`src/rtl/io_pwr_seq_ctrl.sv`:
```
// IO-ring power sequencer: orders pad isolation, retention and output-enable
// against synchronized supply-good status, with sticky supply-loss handling.
module io_pwr_seq_ctrl #(
    parameter int                SYNC_STAGES = 2,
    parameter int                DLY_W       = 8,
    parameter logic [DLY_W-1:0]  DLY_DEFAULT = 8'd16
) (
    input  logic             clk,
    input  logic             rst,
    input  logic             vddio_ok_a,
    input  logic             vpw_ok_a,
    input  logic             pwr_on_req,
    input  logic [DLY_W-1:0] dly_cfg,
    output logic             pad_iso_en,
    output logic             pad_ret_en,
    output logic             pad_oe_en,
    output logic             io_ready,
    output logic             io_fault,
    input  logic             fault_clr,
    output logic [2:0]       state_o
);

    typedef enum logic [2:0] {
        ST_OFF      = 3'd0,
        ST_WAIT_SUP = 3'd1,
        ST_STAB     = 3'd2,
        ST_REL_RET  = 3'd3,
        ST_EN_OE    = 3'd4,
        ST_ON       = 3'd5,
        ST_PD_OE    = 3'd6
    } state_t;

    localparam logic [DLY_W-1:0] DLY_ONE = {{(DLY_W-1){1'b0}}, 1'b1};

    function automatic logic [DLY_W-1:0] sel_dly(input logic [DLY_W-1:0] cfg);
        return (cfg == '0) ? DLY_DEFAULT : cfg;
    endfunction

    state_t                 state_q;
    logic [DLY_W-1:0]       cnt_q;
    logic [DLY_W-1:0]       cfg_q;
    logic [SYNC_STAGES-1:0] vddio_sync_q;
    logic [SYNC_STAGES-1:0] vpw_sync_q;
    logic                   iso_q;
    logic                   ret_q;
    logic                   oe_q;
    logic                   ready_q;
    logic                   fault_q;

    logic                   supply_ok_s;
    logic                   supply_lost_s;
    logic                   cnt_zero_s;
    logic [DLY_W-1:0]       dly_d;

    // Supply-good synchronizers, one shift chain per supply
    always_ff @(posedge clk) begin
        if (rst) begin
            vddio_sync_q <= '0;
            vpw_sync_q   <= '0;
        end else begin
            vddio_sync_q <= {vddio_sync_q[SYNC_STAGES-2:0], vddio_ok_a};
            vpw_sync_q   <= {vpw_sync_q[SYNC_STAGES-2:0], vpw_ok_a};
        end
    end

    // Supply status, step-delay selection and loss detection
    always_comb begin
        supply_ok_s   = vddio_sync_q[SYNC_STAGES-1] & vpw_sync_q[SYNC_STAGES-1];
        dly_d         = sel_dly(dly_cfg);
        cnt_zero_s    = (cnt_q == '0);
        if ((state_q == ST_OFF) || (state_q == ST_WAIT_SUP)) begin
            supply_lost_s = 1'b0;
        end else begin
            supply_lost_s = ~supply_ok_s;
        end
    end

    // Sequencer FSM with registered pad controls; supply loss overrides all
    always_ff @(posedge clk) begin
        if (rst) begin
            state_q <= ST_OFF;
            cnt_q   <= '0;
            cfg_q   <= '0;
            iso_q   <= 1'b1;
            ret_q   <= 1'b1;
            oe_q    <= 1'b0;
            ready_q <= 1'b0;
            fault_q <= 1'b0;
        end else if (supply_lost_s) begin
            state_q <= ST_OFF;
            cnt_q   <= '0;
            iso_q   <= 1'b1;
            ret_q   <= 1'b1;
            oe_q    <= 1'b0;
            ready_q <= 1'b0;
            fault_q <= 1'b1;
        end else begin
            if (fault_clr && supply_ok_s) begin
                fault_q <= 1'b0;
            end
            case (state_q)
                ST_OFF: begin
                    if (pwr_on_req && !fault_q) begin
                        state_q <= ST_WAIT_SUP;
                        cfg_q   <= dly_d;
                    end
                end
                ST_WAIT_SUP: begin
                    if (!pwr_on_req) begin
                        state_q <= ST_OFF;
                    end else if (supply_ok_s) begin
                        state_q <= ST_STAB;
                        cnt_q   <= cfg_q;
                    end
                end
                ST_STAB, ST_REL_RET, ST_EN_OE: begin
                    // Abort path: oe is still low here, so only iso/ret need restoring
                    if (!pwr_on_req) begin
                        state_q <= ST_PD_OE;
                        cnt_q   <= dly_d;
                        cfg_q   <= dly_d;
                        oe_q    <= 1'b0;
                    end else if (!cnt_zero_s) begin
                        cnt_q <= cnt_q - DLY_ONE;
                    end else if (state_q == ST_STAB) begin
                        iso_q   <= 1'b0;
                        state_q <= ST_REL_RET;
                        cnt_q   <= cfg_q;
                    end else if (state_q == ST_REL_RET) begin
                        ret_q   <= 1'b0;
                        state_q <= ST_EN_OE;
                        cnt_q   <= cfg_q;
                    end else begin
                        oe_q    <= 1'b1;
                        ready_q <= 1'b1;
                        state_q <= ST_ON;
                    end
                end
                ST_ON: begin
                    if (!pwr_on_req) begin
                        oe_q    <= 1'b0;
                        ready_q <= 1'b0;
                        state_q <= ST_PD_OE;
                        cnt_q   <= dly_d;
                        cfg_q   <= dly_d;
                    end
                end
                ST_PD_OE: begin
                    if (cnt_zero_s) begin
                        iso_q   <= 1'b1;
                        ret_q   <= 1'b1;
                        state_q <= ST_OFF;
                    end else begin
                        cnt_q <= cnt_q - DLY_ONE;
                    end
                end
                default: begin
                    state_q <= ST_OFF;
                    cnt_q   <= '0;
                    iso_q   <= 1'b1;
                    ret_q   <= 1'b1;
                    oe_q    <= 1'b0;
                    ready_q <= 1'b0;
                end
            endcase
        end
    end

    assign pad_iso_en = iso_q;
    assign pad_ret_en = ret_q;
    assign pad_oe_en  = oe_q;
    assign io_ready   = ready_q;
    assign io_fault   = fault_q;
    assign state_o    = state_q;

endmodule

```
`config.mk`:
```
export PLATFORM = sky130hd
export DESIGN_NAME = io_pwr_seq_ctrl
export DESIGN_NICKNAME = d
export VERILOG_FILES = /design/src/rtl/io_pwr_seq_ctrl.sv
export SDC_FILE = /design/constraint.sdc
export NUM_CORES = 1
export LEC_CHECK = 0
export ABC_AREA = 1
export CAP_MARGIN = 20
export CORE_ASPECT_RATIO = 1.25
export CORE_MARGIN = 2
export CORE_UTILIZATION = 30
export CTS_BUF_LIST = sky130_fd_sc_hd__clkbuf_4
export DETAILED_ROUTE_END_ITERATION = 10
export HOLD_SLACK_MARGIN = 0.08
export PLACE_DENSITY_LB_ADDON = 0.25
export SYNTH_ARGS = -nofsm -noshare
export SYNTH_HDL_FRONTEND = slang
export SYNTH_SLANG_ARGS = --single-unit
```
`constraint.sdc`:
```
create_clock -name clk -period 1.9 [get_ports clk]
set_input_delay 0.19 -clock clk [delete_from_list [all_inputs] [get_ports clk]]
set_output_delay 0.19 -clock clk [all_outputs]
set_load 0.03 [all_outputs]
```
# --- Word level (Yosys, flattened, before mapping) ---
# Index checks and enable logic that the tools add are counted.
op_classes:
  bitwise_logic: 6
  muxes: 43
  addsub: 1
  n_reduce_logical: 21
  eq_ne: 24
op_table:
  columns: ["cell", "n"]
  rows:
  - ["8-bit two-way mux", 10]
  - ["8-bit one-hot mux with 5 select lines", 1]
  - ["3-bit two-way mux", 8]
  - ["2-bit inequality test (second input constant)", 12]
  - ["1-bit two-way mux", 18]
  - ["6-bit AND reduction", 3]
  - ["8-bit logical NOT", 2]
  - ["8-bit one-hot mux with 2 select lines", 1]
  - ["3-bit one-hot mux with 5 select lines", 1]
  - ["5-bit AND reduction", 3]
  - ["3-bit inequality test (second input constant)", 4]
  - ["1-bit one-hot mux with 3 select lines", 4]
  - ["3-bit == test (second input constant)", 3]
  - ["3-bit OR reduction", 3]
  - ["8-bit by 1-bit subtractor with 8-bit output (second input constant)", 1]
  - ["3-bit by 2-bit == test with 1-bit output (second input constant)", 2]
  - ["5-bit inequality test (second input constant)", 1]
  - ["1-bit NOT", 5]
  - ["4-bit AND reduction", 1]
  - ["2-bit nonzero test", 2]
  - ["4-bit OR reduction", 1]
  - ["3-bit by 1-bit == test with 1-bit output (second input constant)", 1]
  - ["3-bit logical NOT", 1]
  - ["1-bit logical AND", 2]
  - ["5 further kinds", 5]
word_totals:
  elab_cells: 105
  inputBits: 14
  out_inout_bits: 8
  reg_bits: 28

# --- Longest topological paths before layout ---
# Gate-level depths: netlist (run 1).
logic_depth:
  ltp_word: 6
  depth_mapped: 10
  mapped_depth_nobuf: 10

# --- Least setup slack after synthesis (run 1) ---
# OpenSTA, ideal clock, no wires.
synth_timing:
  path_kind: "reg-to-reg"
  startpoint: "register state_q[0], in the netlist state_o[0]"
  endpoint: "register cfg_q[6]"
  path_stages_with_launch: 8
  synth_period_minus_slack_ns: 1.565
  arrival_ns: 1.446
  path_buffers: 1
  path_slack_ns: 0.335
  t_required_ns: 1.781
  cell_sequence: "dfxtp_1 > buf_4 > nor2_1 > nand3_1 > nand3_2 > nand3b_4 > o21ai_0 > a21oi_1"
synth_via:
  elab_chain_len: 5
synth_rtl:
  columns: ["element", "line_no", "rtl"]
  rows:
  - ["start: declaration", "39", "state_t state_q;"]
  - ["start signal: assignment", "81", "state_q <= ST_OFF;"]
  - ["start signal: assignment", "90", "state_q <= ST_OFF;"]
  - ["start signal: assignment", "104", "state_q <= ST_WAIT_SUP;"]
  - ["parallel branches: the longest is 5 deep, another holds 4-bit OR reduction", null, null]
  - ["end signal: assignment", "105", "cfg_q <= dly_d;"]
  - ["end signal: assignment", "121", "cfg_q <= dly_d;"]
  - ["end signal: assignment", "145", "cfg_q <= dly_d;"]
  - ["end: declaration", "41", "logic [DLY_W-1:0] cfg_q;"]
# Several ways; the timed one is not identified.
# A chain may end at the register's enable or synchronous reset.

# --- Worst setup path after layout (run 1) ---
layout_timing:
  startpoint: "register state_q[0], in the netlist state_o[0]"
  endpoint: "output port state_o[0]"
layout_rtl:
  columns: ["element", "line_no", "rtl"]
  rows:
  - ["end: declaration", "20", "output logic [2:0] state_o"]
# No word-level cell between the ends.

==> impl_metrics.tcl, run 1 <==
set metrics [dict create \
    status "complete, no violations" \
    cts_root_buf "clkbuf_4" \
    r2r-end "cnt_q[2]$_SDFFE_PP0P_" \
    cts_setup_buffers 0 \
    synth-simple-area-share_pct 43.4 \
    synth_compound_area_share_pct 12.3 \
    rsz0062_at_grt "false" \
    avgViaCountPerCell 4.85 \
    drt_wl_total_um 3950 \
    synth_edf_count 0 \
    synthCells 250 \
    grt_pass1_wl_um 6960 \
    critPathCaptureType "output pin" \
    grt.total_usage_pct 13.8 \
    final_area_um2 1980 \
    synthMuxAreaShare_pct 0 \
    place_congestion 0.843 \
    numCtsBuffers 3 \
    place_inst 334 \
    worstPathCellList "clkdlybuf4s50_1" \
    multi_input_area_um2 991 \
    fin_crit_ps 1840 \
    ys.flop_type "dfxtp_1" \
    wl_per_cell_um 11.7 \
    final_util_pct 36.7 \
    firstDrtPassIters 4 \
    worst_pin_slew_ps 443 \
    postRouteAntennaNets 0 \
    fillCellCount 599 \
    core.rowCount 30 \
    grt_pass1_vias 1670 \
    dpl.hpwl_um 3220 \
    yosysSeqAreaShare_pct 33.4 \
    die_h_um 87.6 \
    cp_top_family "buffers and inverters" \
    ys_async_sr_fraction_pct 0 \
    port_buffers 21 \
    antenna_found_initial 0 \
    worstSetupPathType "register to output pin" \
    whs_path_depth 3 \
    placed_area_um2 1960 \
    ctsResizeCount 0 \
    grt_max_degree 16 \
    ys_ff_latch 28 \
    crit_slowest_cell "clkdlybuf4s50_1" \
    synthXorXnorAreaFrac_pct 2.61 \
    route.detailed.drc 0 \
    routed-via-count 1640 \
    critical_path_required_ps 1710 \
    max_freq_mhz 544 \
    area_delta_synth_final_pct 18.4 \
    htreeDepth 1 \
    ys_top_cells_by_area "dfxtp_1 33%, nand2_1 13%, nor2_1 9.2%" \
    max_slew_margin_pct 70.4 \
    grt-ovfl-total 0 \
    netlist.area_leader.share_pct 33.4 \
    min_from "vpw_ok_a" \
    crit_cells 1 \
    cts_num_sinks 28 \
    path_clk_slew_ps 150 \
    synth_top_family_by_area "simple AND/OR/NAND/NOR gates" \
    crit_fanout 9 \
    period_share_pct 96.7 \
    finalSetupTns_ps 0 \
    cts_tree "built" \
    avgSynthCellArea_um2 6.71 \
    die_w_um 70.9 \
    ys_top_cells_by_count "57 x nand2_1, 41 x nor2_1, 28 x dfxtp_1" \
    clock_path_buffers 2 \
    yosys.area.top_type "dfxtp_1" \
    maxCapViolations 0 \
    initialDrtViolationCount 76 \
    seq_area_um2 561 \
    stdcell_count 338 \
    cp_data_arrival_time_ps 1650 \
    yosys.area_share.adder_pct 0.746 \
    synth_nets 265 \
    yosysMostFrequentCell "nand2_1" \
    coreArea_um2 5410 \
    num_antenna_cells 0 \
    start_util_pct 31.0 \
    r2r_cells 9 \
    setup_viol 0 \
    nets 290 \
    hold_viol_final 0 \
    rrSetupSlack_ps 240 \
    finClkSkew_ps 4.12 \
    ys_types 27 \
    leakagePower_nw 0.841 \
    slowest_delay_ps 750 \
    hold_end "vpw_sync_q[0]$_SDFF_PP0_" \
    start_kind "register" \
    vdd_drop_max_uv 465 \
    dp_slack_ps 114 \
    netlist_area_um2 1680 \
    die_area_um2 6210 \
    ctsHoldBuffers 0 \
    slew_viol_final 0 \
    ys_warn_count 0 \
    p_per_area_nw_per_um2 1290 \
    critPathBufInv 1 \
    insertion_delay_ps 330 \
    setup_ws_ps 63.3 \
    drive_above_1_share_pct 12.4 \
    ios 22 \
    r2r-start "state_o[2]$_SDFFE_PP0P_" \
    hold_class "input port to register" \
]
## state kept, by name, indices dropped and copies added, names as in the netlist
register,count
cfg_q,8
cnt_q,8
state_o,3
vddio_sync_q,2
vpw_sync_q,2
io_fault,1
io_ready,1
pad_iso_en,1
pad_oe_en,1
pad_ret_en,1
## power breakdown
part | switching, mW | internal, mW | total [mW] | leakage [nW]
clock network | 0.172 | 0.0772 | 0.250 | 0.0154
logic | 0.939 | 0.532 | 1.47 | 0.596
registers | 0.118 | 0.725 | 0.843 | 0.229
## logic make-up (layout without fill, tap and decap cells)
| kind of cell | after synthesis | in the layout |
|---|---|---|
| and+or+nand+nor | 152 | 152 |
| AOI/OAI and AO/OA | 34 | 34 |
| buffers and inverters | 30 | 54 |
| DFF | 28 | 28 |
| xor gates and xnor gates | 5 | 5 |
| adders and majority gates | 1 | 1 |
## metrics by stage
stage | power, mW | hold slack [ps]
6_report | 2.56 | 354
3_3_place_gp | 2.34 | 390
5_1_grt | 2.82 | 366
4_1_cts | 2.59 | 344
2_1_floorplan | 1.96 | 261
3_5_place_dp | 2.34 | 395
## metal layers
layer	routed length, um	track usage (%)
met4	131	7.38
met3	115	1.73
met2	1940	25.3
met5	0	0
met1	1760	15.6
## layout by cell type (no fill, tap or decap), types with 3 or more instances in the layout
cell	instances
inv_2	3
nor3_1	3
xnor2_1	3
clkbuf_4	3
o21ai_0	13
nor2_2	3
a21oi_1	10
nand2_4	4
nor2_1	41
nand2_1	57
nand3_2	3
nand4_1	8
nand2_2	6
dfxtp_1	28
a21oi_2	7
inv_1	24
nand3_1	23
clkdlybuf4s50_1	21
## area by class of cell
class | count | area share (%)
clock buffer | 3 | 1.13
clock inverter | 1 | 0.189
inverter | 27 | 5.11
multi-input combinational | 192 | 49.9
sequential | 28 | 28.2
tap | 64 | 4.04
timing repair buffer | 23 | 11.3
## worst max-delay path by stage
| stage | start | endpoint | slack (ps) |
|---|---|---|---|
| after detailed placement | pwr_on_req | state_o[1]$_SDFFE_PP0P_ | 110 |
| after global routing | state_o[0]$_SDFFE_PP0P_ | state_o[0] | 10 |
| final | state_o[0]$_SDFFE_PP0P_ | state_o[0] | 60 |
| after global placement | pwr_on_req | state_o[0]$_SDFFE_PP0P_ | 150 |
| after CTS | state_o[0]$_SDFFE_PP0P_ | state_o[0] | 50 |
| after floorplan | state_o[0]$_SDFFE_PP0P_ | cfg_q[6]$_SDFFE_PP0P_ | 330 |
No activity file was read; power rests on OpenSTA's default activity.
==> run 2, diff against run 1 <==
- clock period: 1.9 -> 1.7 ns (I/O delays scaled with it)
==> run 2 against run 1 <==
Register-to-register slack worse by 120 ps. Die area is the same. Utilization grew 2.4 points. Cell count rose by 2.4%. Sequential share of layout area decreased by 1.6 points. Non-clock buffer count is 8 higher.
==> impl_metrics.tcl, run 2 (same netlist as run 1, synthesis figures left out) <==
set metrics [dict create \
    status "complete, no violations" \
    grt.total_usage_pct 14.6 \
    min_from "vddio_ok_a" \
    ios 22 \
    area_delta_synth_final_pct 26.2 \
    slew_viol_final 0 \
    p_per_area_nw_per_um2 1510 \
    die_h_um 87.6 \
    core.rowCount 30 \
    clock_path_buffers 2 \
    placed_area_um2 2010 \
    numCtsBuffers 3 \
    insertion_delay_ps 330 \
    die_w_um 70.9 \
    maxCapViolations 0 \
    place_congestion 0.864 \
    fin_crit_ps 1590 \
    pwr-share-clk_pct 13.8 \
    routed-via-count 1670 \
    worstSetupPathType "register to output pin" \
    port_buffers 21 \
    postRouteAntennaNets 0 \
    cp_top_family "buffers and inverters" \
    wl_per_cell_um 12.0 \
    final_area_um2 2120 \
    dpl.hpwl_um 3340 \
    critPathCaptureType "output pin" \
    hold_viol_final 0 \
    slowest_delay_ps 680 \
    critPathBufInv 1 \
    switching_share_pct 46.0 \
    r2r-start "cnt_q[0]$_SDFFE_PP0P_" \
    rsz0062_at_grt "false" \
    final_common_cell "nand2_1" \
    fillCellCount 616 \
    max_slew_margin_pct 70.0 \
    num_antenna_cells 0 \
    grt_pass1_vias 1613 \
    start_kind "register" \
    hold_class "input port to register" \
    max_freq_mhz 631 \
    setup_viol 0 \
    r2r_cells 9 \
    crit_cells 1 \
    internal-power_mw 1.73 \
    grt-ovfl-total 0 \
    crit_slowest_cell "clkdlybuf4s50_1" \
    grt_pass1_wl_um 7270 \
    start_util_pct 31.0 \
    worstPathCellList "clkdlybuf4s50_1" \
    p_sw_mw 1.47 \
    drive_above_1_share_pct 20.6 \
    coreArea_um2 5410 \
    finalSetupTns_ps 0 \
    period_share_pct 93.3 \
    rrSetupSlack_ps 120 \
    antenna_found_initial 0 \
    critical_path_required_ps 1530 \
    route.detailed.drc 0 \
    most-common-layout-cells "49 x nand2_1, 39 x nor2_1, 25 x dfxtp_1" \
    die_area_um2 6210 \
    htreeDepth 1 \
    cts_num_sinks 28 \
    hold_end "vddio_sync_q[0]$_SDFF_PP0_" \
    finClkSkew_ps 8.82 \
    cts_tree "built" \
    r2r-end "cnt_q[0]$_SDFFE_PP0P_" \
    path_clk_slew_ps 160 \
    cp_data_arrival_time_ps 1420 \
    cts_root_buf "clkbuf_4" \
    firstDrtPassIters 4 \
    initialDrtViolationCount 68 \
    grt_max_degree 17 \
    crit_fanout 3 \
    power_mw 3.20 \
    drt_wl_total_um 4160 \
    vdd_drop_max_uv 524 \
    leakagePower_nw 0.916 \
    worst_pin_slew_ps 450 \
    combinationalPowerShare_pct 57.0 \
    seqPwrFrac_pct 29.1 \
    whs_path_depth 3 \
    nets 298 \
    avgViaCountPerCell 4.83 \
]
-- run 2: cell count changes in the layout (fill, tap and decap cells not counted), moves of 2 or more --
cell / delta
nor2_1: -2
dlygate4sd2_1: +3
clkdlybuf4s50_1: -3
nand2_2: +8
nand2_1: -8
dfxtp_1: -3
nor2_2: +2
buf_4: +7
dfxtp_2: +3
-- run 2: power by group through the flow --
stage / logic [mW] / registers (mW) / clock network [mW]
CTS: 1.72 / 0.931 / 0.459
floorplan: 1.16 / 1.03 / 0
global placement: 1.73 / 0.948 / 0
detailed placement: 1.73 / 0.946 / 0
finish: 1.83 / 0.933 / 0.443
global route: 2.05 / 0.956 / 0.486
-- run 2: metal layers --
layer / global-route usage (%) / part of all wire, %
met1: 17.1 / 43
met2: 27.3 / 52
met3: 1.50 / 3.5
met4: 5.49 / 1.7
met5: 0 / 0
-- run 2: repair_timing --
action,in CTS,in global routing
pin swaps,0,3
setup endpoints to repair,3,17
hold buffers,0,0
buffers inserted,0,1
resized for setup,4,15
gates cloned,0,0
-- run 2: cell type report --
cell class              count  area [um2]  area share, %
clock inverters             1        30.0           1.42
multi-input cells         192        1020           48.4
well taps                  64        80.1           3.78
inverters                  27         101           4.79
flip-flops and latches     28         564           26.7
clock buffers               3        22.5           1.06
repair buffers             31         294           13.9
-- run 2: worst max-delay path by stage --
| stage | from | end |
|---|---|---|
| after detailed placement | pwr_on_req | state_o[2]$_SDFFE_PP0P_ |
| after global placement | pwr_on_req | cfg_q[0]$_SDFFE_PP0P_ |
| after global routing | cnt_q[0]$_SDFFE_PP0P_ | cnt_q[0]$_SDFFE_PP0P_ |
| after CTS | cnt_q[0]$_SDFFE_PP0P_ | cnt_q[4]$_SDFFE_PP0P_ |
| final | io_fault$_SDFFE_PP0P_ | io_fault |
| after floorplan | state_o[0]$_SDFFE_PP0P_ | cfg_q[6]$_SDFFE_PP0P_ |
-- run 2: per-stage QoR --
| stage | utilization (%) | setup WS [ps] | hold WS, ps | cells |
|---|---|---|---|---|
| 3_3_place_gp | 37.2 | -3.93 | 392 | 341 |
| 6_report | 39.1 | 114 | 328 | 346 |
| 2_1_floorplan | - | 135 | 241 | 250 |
| 3_5_place_dp | 37.2 | -25.6 | 394 | 341 |
| 5_1_grt | 39.1 | 6.65 | 306 | 346 |
| 4_1_cts | 38.1 | 53.8 | 316 | 345 |
==> run 3, diff against run 2 <==
- CTS_CLUSTER_DIAMETER: unset -> 30
==> results of run 3 <==
Same layout as run 2: the final DEF is identical, and so are final timing and power.
